===== src/rtl/alu_ctrl.sv =====
// Purpose: sequences 8-bit register-to-register instructions onto an external 4-bit ALU and keeps a 4-entry register file.
// Latency: accept at edge N, done pulses in the cycle after edge N+1, next accept at edge N+3 at the earliest.
// Backpressure: instr_ready is low in EXEC/WB and during reset; instr_valid is ignored then, and nothing is queued.
//
// Ports:
//   clk, rst_n                      clock and synchronous active-low reset
//   instr_valid/instr/instr_ready   instruction handshake, instr = {opcode, rd, rs1, rs2}
//   ld_valid/ld_addr/ld_data        direct register write, accepted in any state
//   alu_a/alu_b/alu_opcode          ALU operands, driven only in EXEC (zero otherwise)
//   alu_result/alu_zero             combinational ALU response, captured at the end of EXEC
//   done/result_out/zero_flag       retirement pulse and last retired result/flag
//   dbg_addr/dbg_data               combinational register-file read port
module alu_ctrl (
    input  logic       clk,
    input  logic       rst_n,
    input  logic       instr_valid,
    input  logic [7:0] instr,
    output logic       instr_ready,
    input  logic       ld_valid,
    input  logic [1:0] ld_addr,
    input  logic [3:0] ld_data,
    output logic [3:0] alu_a,
    output logic [3:0] alu_b,
    output logic [1:0] alu_opcode,
    input  logic [3:0] alu_result,
    input  logic       alu_zero,
    output logic       done,
    output logic [3:0] result_out,
    output logic       zero_flag,
    input  logic [1:0] dbg_addr,
    output logic [3:0] dbg_data
);

    typedef enum logic [1:0] {
        IDLE = 2'd0,
        EXEC = 2'd1,
        WB   = 2'd2
    } state_t;

    state_t          state_q, state_d;
    logic [1:0]      op_q, op_d;
    logic [1:0]      rd_q, rd_d;
    logic [1:0]      rs1_q, rs1_d;
    logic [1:0]      rs2_q, rs2_d;
    logic [3:0]      res_q, res_d;      // ALU result captured at the end of EXEC
    logic            zf_q, zf_d;        // ALU zero flag captured at the end of EXEC
    logic [3:0]      result_q, result_d;
    logic            zero_q, zero_d;
    logic            done_q, done_d;
    logic [3:0][3:0] rf_q, rf_d;

    always_comb begin
        state_d  = state_q;
        op_d     = op_q;
        rd_d     = rd_q;
        rs1_d    = rs1_q;
        rs2_d    = rs2_q;
        res_d    = res_q;
        zf_d     = zf_q;
        result_d = result_q;
        zero_d   = zero_q;
        done_d   = 1'b0;
        rf_d     = rf_q;

        // Direct load first so the writeback below overrides it on an rd collision.
        if (ld_valid) begin
            rf_d[ld_addr] = ld_data;
        end

        case (state_q)
            IDLE: begin
                if (instr_valid) begin
                    op_d    = instr[7:6];
                    rd_d    = instr[5:4];
                    rs1_d   = instr[3:2];
                    rs2_d   = instr[1:0];
                    state_d = EXEC;
                end
            end
            EXEC: begin
                res_d   = alu_result;
                zf_d    = alu_zero;
                done_d  = 1'b1;             // done is registered, so it is high throughout WB
                state_d = WB;
            end
            WB: begin
                rf_d[rd_q] = res_q;
                result_d   = res_q;
                zero_d     = zf_q;
                state_d    = IDLE;
            end
            default: begin
                state_d = IDLE;
            end
        endcase
    end

    always_ff @(posedge clk) begin
        if (!rst_n) begin
            state_q  <= IDLE;
            op_q     <= 2'd0;
            rd_q     <= 2'd0;
            rs1_q    <= 2'd0;
            rs2_q    <= 2'd0;
            res_q    <= 4'd0;
            zf_q     <= 1'b0;
            result_q <= 4'd0;
            zero_q   <= 1'b0;
            done_q   <= 1'b0;
            rf_q     <= '0;
        end else begin
            state_q  <= state_d;
            op_q     <= op_d;
            rd_q     <= rd_d;
            rs1_q    <= rs1_d;
            rs2_q    <= rs2_d;
            res_q    <= res_d;
            zf_q     <= zf_d;
            result_q <= result_d;
            zero_q   <= zero_d;
            done_q   <= done_d;
            rf_q     <= rf_d;
        end
    end

    // rst_n gates the handshake and the pulse so a reset held during WB
    // shows neither readiness nor a retirement.
    assign instr_ready = rst_n && (state_q == IDLE);
    assign done        = rst_n && done_q;

    assign alu_a      = (state_q == EXEC) ? rf_q[rs1_q] : 4'd0;
    assign alu_b      = (state_q == EXEC) ? rf_q[rs2_q] : 4'd0;
    assign alu_opcode = (state_q == EXEC) ? op_q        : 2'd0;

    assign result_out = result_q;
    assign zero_flag  = zero_q;
    assign dbg_data   = rf_q[dbg_addr];

endmodule


===== config.mk =====
export PLATFORM = sky130hd
export DESIGN_NAME = alu_ctrl
export DESIGN_NICKNAME = d
export VERILOG_FILES = /design/src/rtl/alu_ctrl.sv
export SDC_FILE = /design/constraint.sdc
export NUM_CORES = 1
export LEC_CHECK = 0
export ABC_AREA = 1
export CORE_UTILIZATION = 50
export CTS_BUF_LIST = sky130_fd_sc_hd__clkbuf_8 sky130_fd_sc_hd__clkbuf_16
export DETAILED_ROUTE_END_ITERATION = 8
export GPL_TIMING_DRIVEN = 0
export PLACE_DENSITY = 0.87
export SLEW_MARGIN = 30
export SYNTH_ARGS = -nofsm -noshare
export SYNTH_HDL_FRONTEND = slang
export SYNTH_SLANG_ARGS = --single-unit

===== constraint.sdc =====
create_clock -name clk -period 1.3 [get_ports clk]
set_input_delay 0.195 -clock clk [delete_from_list [all_inputs] [get_ports clk]]
set_output_delay 0.195 -clock clk [all_outputs]
set_load 0.01 [all_outputs]

==> impl_metrics.tcl, run 1 <==
set metrics [dict create \
    status "finished with violations" \
    violations "negative setup slack" \
    fin_ws_ns -0.153 \
    r2r_end "rf_q[11]" \
    crit_arrival_ns 1.26 \
    reg2reg_depth 7 \
    cts.sinks 37 \
    clock_skew_ns 0.00734 \
    fillers 329 \
    fin_hold_ws_ns 0.198 \
    drt_iter0_drc 303 \
    io-pin-count 46 \
    core_region_area_sq_mm 0.00400 \
    fmax_mhz 688 \
    rsz0062_at_grt "yes" \
    setup_violations 11 \
    max_slew_margin_pct 69.8 \
    cts-root-buf "clkbuf_8" \
    final_common_cell "nand2_1" \
    power.density_mw_per_mm2 970 \
    multiInputGateArea_sq_mm 0.00116 \
    gp_congestion 0.892 \
    drv_slew 0 \
    fin_cells 433 \
    cp.required_ns 1.11 \
    ys_seq_elements 37 \
    synth_area_sq_mm 0.00209 \
    cts_tree "built" \
    ctsHtreeMaxLevel 2 \
    min_path_type "in -> reg" \
    via_per_inst 5.55 \
    antenna_found_initial 0 \
    finalHoldViolCount 0 \
    p_leak_nw 1.30 \
    wire_per_inst_um 14.8 \
    clockBufferDepth 2 \
    dp_hpwl_um 4230 \
    irDropWorstVdd_uv 668 \
    initial_utilization_pct 52.3 \
    path_clk_slew_ns 0.08 \
    postCtsHoldBufs 0 \
    fin_crit_sh_pct 112 \
    die_area_sq_mm 0.00445 \
    dp_slack_ns -0.451 \
    rows 23 \
    r2r_slack_ns 0.04 \
    crit_type "reg -> out" \
    startpoint_type "flop" \
    layout_common_cells "nand2_1 (60), nor2_1 (56), nand4_1 (27), inv_1 (26)" \
    totalWireLength_um 6390 \
    startpoint "rs2_q[0]" \
    yosys_warnings 0 \
    synth-seq-area-share_pct 35.4 \
    die_w_um 66.7 \
    syn_nets 347 \
    overflow 0 \
    crit_end "alu_b[3]" \
    seq_area_sq_um 772 \
    maxCapViolCount 0 \
    area.growth.synth_to_final_pct 35.4 \
    cp_max_fo 6 \
    worstSkewPairLatency_ns 0.29 \
    grt_pass1_vias 2137 \
    rr_startpoint "state_q[1]" \
    die_h_um 66.7 \
    cts_made_buffers 5 \
    vias 2404 \
    synth_cell_types 20 \
    post-route-drc-count 0 \
    period_needed_ns 1.45 \
    numPortBuffers 43 \
    ant_nets 0 \
    final_nets 407 \
    syn_area_per_cell_sq_um 6.50 \
    n_antenna_cell 0 \
    drive_gt1_share_pct 23.8 \
    grt_first_pass_wirelength_um 9970 \
    grt_use_total_pct 30.3 \
    final_core_util_pct 70.8 \
    place_inst 415 \
    grt_start_max_net_pins 13 \
    drt-pass1-iter-count 4 \
    tightest_slew_ns 0.453 \
    synth_cells 322 \
    cp-end-kind "primary output" \
]
-- worst min-delay path by stage --
stage	from	cells after the start	slack, ns	endpoint
2_1_floorplan	instr[2]	2	0.36	rs1_q[0]
3_3_place_gp	op_q[0]	2	0.44	op_q[0]
3_5_place_dp	op_q[0]	2	0.45	op_q[0]
4_1_cts	rst_n	3	0.20	rd_q[0]
5_1_grt	rst_n	3	0.21	res_q[3]
6_report	rst_n	3	0.20	op_q[0]
-- synthesized netlist by cell type --
| master | n | area share, % |
|---|---|---|
| o21ai_0 | 24 | 5.7 |
| clkinv_1 | 1 | 0.18 |
| nand3_1 | 8 | 1.9 |
| o22ai_1 | 4 | 1.2 |
| dfxtp_1 | 37 | 35 |
| inv_1 | 30 | 5.4 |
| buf_2 | 11 | 2.6 |
| o211ai_1 | 16 | 5.7 |
| buf_4 | 1 | 0.36 |
| inv_2 | 4 | 0.72 |
| nand3_4 | 1 | 0.84 |
| clkbuf_1 | 2 | 0.36 |
| a21oi_1 | 23 | 5.5 |
| o21ai_1 | 1 | 0.24 |
| nand2_1 | 69 | 12 |
| nor2_4 | 1 | 0.54 |
| nand4_1 | 27 | 8.1 |
| buf_6 | 4 | 2.2 |
| nor3_2 | 1 | 0.48 |
| nor2_1 | 57 | 10 |
-- layout make-up --
| class | instances | share of cell area, % |
|---|---|---|
| Inverter | 35 | 4.77 |
| Clock inverter | 2 | 0.486 |
| Multi-Input combinational cell | 232 | 40.9 |
| Sequential cell | 37 | 27.2 |
| Buffer | 15 | 4.24 |
| Clock buffer | 6 | 2.91 |
| Tap cell | 50 | 2.21 |
| Timing Repair Buffer | 56 | 17.2 |
-- state kept, by name (all words and copies together), names as in the netlist --
signal and cells:
rd_q 2, rf_q 16, done_q 1, zf_q 1, res_q 4, state_q 2, op_q 2, rs2_q 2
result_out 4, rs1_q 2, zero_flag 1
-- metrics by stage --
stage / cell area, sq um / setup TNS (ns) / total power [W]
after global placement: 2590 / -7.94 / 0.00184
after global routing: 2830 / -1.86 / 0.00288
after detailed placement: 2590 / -8.56 / 0.00185
after CTS: 2760 / -1.44 / 0.00273
after floorplan: 2090 / 0 / 0.00162
final: 2830 / -1.12 / 0.00275
-- power by group --
group          total, W  switching (W)  internal [W]
combinational  0.000640       0.000355      0.000285
clock          0.000840       0.000411      0.000429
sequential      0.00127      0.0000690       0.00120
total           0.00275       0.000835       0.00191
-- per-layer routing --
metal	part of all wire [%]	vias to the layer above	track usage [%]
met5	0	-	0
met4	2.4	0	9.84
met3	6.9	15	5.31
met2	49	80	51.8
met1	41	1112	38.0
li1	-	1197	-
-- worst max-delay path, stage by stage, from the launching register on --
cell and delay, ns:
dfxtp_4 0.38, buf_12 0.13, nand2_1 0.07, o211ai_1 0.08
a21oi_1 0.16, buf_2 0.15
-- kinds of logic (layout without fill, tap and decap cells) --
family | Yosys count | after routing | synth area share, %
flops | 37 | 37 | 35.4
buf+inv | 53 | 114 | 11.8
simple gates | 164 | 164 | 34.4
compound gates | 68 | 68 | 18.4
-- repair_timing --
| item | CTS | global route |
|---|---|---|
| pin swaps | 10 | 17 |
| endpoints found under the setup margin | 21 | 29 |
| cloned | 3 | 0 |
| gates resized for setup | 107 | 29 |
| setup buffers | 5 | 6 |
(Power assumes the default switching activity.)
==> run 2, diff against run 1 <==
CELL_PAD_IN_SITES_DETAIL_PLACEMENT = 1   (was default)
CELL_PAD_IN_SITES_GLOBAL_PLACEMENT = 1   (was default)
CORE_UTILIZATION = 35   (was 50)
PLACE_DENSITY = 0.88   (was 0.87)
==> run 2 against run 1 <==
  * The run still ends with negative setup slack left
  * Register-to-register slack got worse by 0.21 ns
  * Via count rose by 15%
  * Count of clock-buffer cells in the layout fell by 1
  * Routed wire length rose by 61%
  * Fmax fell by 8.0%
  * Clock skew barely moved
  * First-iteration DRC count fell by 33%
  * Critical endpoint is now alu_b[1]
==> impl_metrics.tcl, run 2 (synthesis results as in run 1) <==
set metrics [dict create \
    r2r_slack_ns -0.17 \
    cts_made_buffers 5 \
    layout_common_cells "nand2_1 (57), nor2_1 (55), nand4_1 (27), inv_1 (25), buf_4 (24)" \
    power.density_mw_per_mm2 925 \
    totalWireLength_um 10300 \
    antenna_found_initial 0 \
    violations "negative setup slack" \
    final_common_cell "nand2_1" \
    status "finished with violations" \
    crit_arrival_ns 1.38 \
    tightest_slew_ns 0.570 \
    multiInputGateArea_sq_mm 0.00126 \
    path_clk_slew_ns 0.08 \
    ctsHtreeMaxLevel 2 \
    rr_startpoint "state_q[1]" \
    irDropWorstVdd_uv 567 \
    period_needed_ns 1.58 \
    fin_ws_ns -0.279 \
    hold_start "rst_n" \
    die_w_um 79.3 \
    wire_per_inst_um 21.5 \
    fmax_mhz 633 \
    numPortBuffers 43 \
    final_core_util_pct 55.7 \
    postCtsHoldBufs 0 \
    die_area_sq_mm 0.00629 \
    core_region_area_sq_mm 0.00564 \
    ant_nets 0 \
    drive_gt1_share_pct 33.5 \
    drv_slew 0 \
    maxCapViolCount 0 \
    startpoint_type "flop" \
    worstSkewPairLatency_ns 0.30 \
    p_leak_nw 1.41 \
    stdcell_area_sq_mm 0.00314 \
    cts-root-buf "clkbuf_8" \
    cp-end-kind "primary output" \
    rsz0062_at_grt "yes" \
    drt-pass1-iter-count 4 \
    cts_tree "built" \
    clock_skew_ns 0.00741 \
    min_path_type "in -> reg" \
    place_area_sq_mm 0.00261 \
    whs_path_depth 3 \
    grt_pass1_vias 2584 \
    crit_type "reg -> out" \
    cp.required_ns 1.11 \
    cp_max_fo 8 \
    final_nets 430 \
    grt_use_total_pct 25.8 \
    regMostFlops "rf_q" \
    initial_utilization_pct 37.1 \
    finalHoldViolCount 0 \
    die_h_um 79.3 \
    post-route-drc-count 0 \
    largest_reg_flops 16 \
    fin_crit_sh_pct 121 \
    grt_start_max_net_pins 13 \
    setup_violations 35 \
    n_antenna_cell 0 \
    overflow 0 \
    dp_slack_ns -0.466 \
    r2r_end "rf_q[2]" \
    setup_tns_ns -3.29 \
    dp_hpwl_um 5270 \
    drt_iter0_drc 203 \
    fillers 727 \
    reg2reg_depth 9 \
    min_to "result_out[3]" \
    rows 27 \
    gp_congestion 0.837 \
    max_slew_margin_pct 62.0 \
    grt_first_pass_wirelength_um 12400 \
    vias 2765 \
    io-pin-count 46 \
    seq_area_sq_um 782 \
    fin_hold_ws_ns 0.191 \
    clockBufferDepth 2 \
    via_per_inst 5.78 \
    area.growth.synth_to_final_pct 50.2 \
    cts.sinks 37 \
]
-- run 2: worst max path at each step --
stage / startpoint / end / slack (ns) / depth (start not counted)
5_1_grt: rs2_q[0] / alu_b[1] / -0.32 / 4
3_5_place_dp: dbg_addr[1] / dbg_data[3] / -0.47 / 5
4_1_cts: rs2_q[0] / alu_b[1] / -0.23 / 6
3_3_place_gp: dbg_addr[1] / dbg_data[3] / -0.47 / 5
6_report: rs2_q[0] / alu_b[1] / -0.28 / 4
2_1_floorplan: rs1_q[0] / alu_a[2] / 0.15 / 4
-- run 2: final cells by class --
| class | instances | share of cell area (%) |
|---|---|---|
| multi-input combinational | 233 | 40.0 |
| sequential | 37 | 24.9 |
| timing repair buffer | 77 | 20.8 |
| inverter | 35 | 4.46 |
| buffer | 16 | 4.18 |
| tap | 72 | 2.87 |
| clock buffer | 5 | 2.19 |
| clock inverter | 3 | 0.597 |
-- run 2: per-stage QoR --
stage	instances	total power (W)
after global routing	478	0.00302
final	478	0.00291
after floorplan	322	0.00162
after detailed placement	437	0.00188
after CTS	456	0.00270
after global placement	437	0.00185
-- run 2: routing by layer --
layer	global-route usage (%)	vias to the layer above	share of wire [%]
met5	0	-	0
met4	12.5	0	5.9
met3	2.87	58	5.7
met2	46.6	115	50
met1	29.9	1347	38
li1	-	1245	-
-- run 2: worst max-delay path: stages (launching register included) --
cell      delay [ns]
dfxtp_4         0.39
buf_6           0.14
o211ai_1        0.30
a21oi_2         0.10
buf_2           0.15
-- run 2: what timing repair did --
action,in CTS,in global routing
endpoints found under the hold margin,0,0
gates resized for setup,115,70
setup buffers,8,21
gates cloned,3,3
endpoints found under the setup margin,21,35
pin swaps,16,25
-- run 2: power by group --
group	leakage [nW]	internal (W)	switching, W
sequential	0.313	0.00120	0.0000823
clock	0.0416	0.000370	0.000446
combinational	1.05	0.000342	0.000471
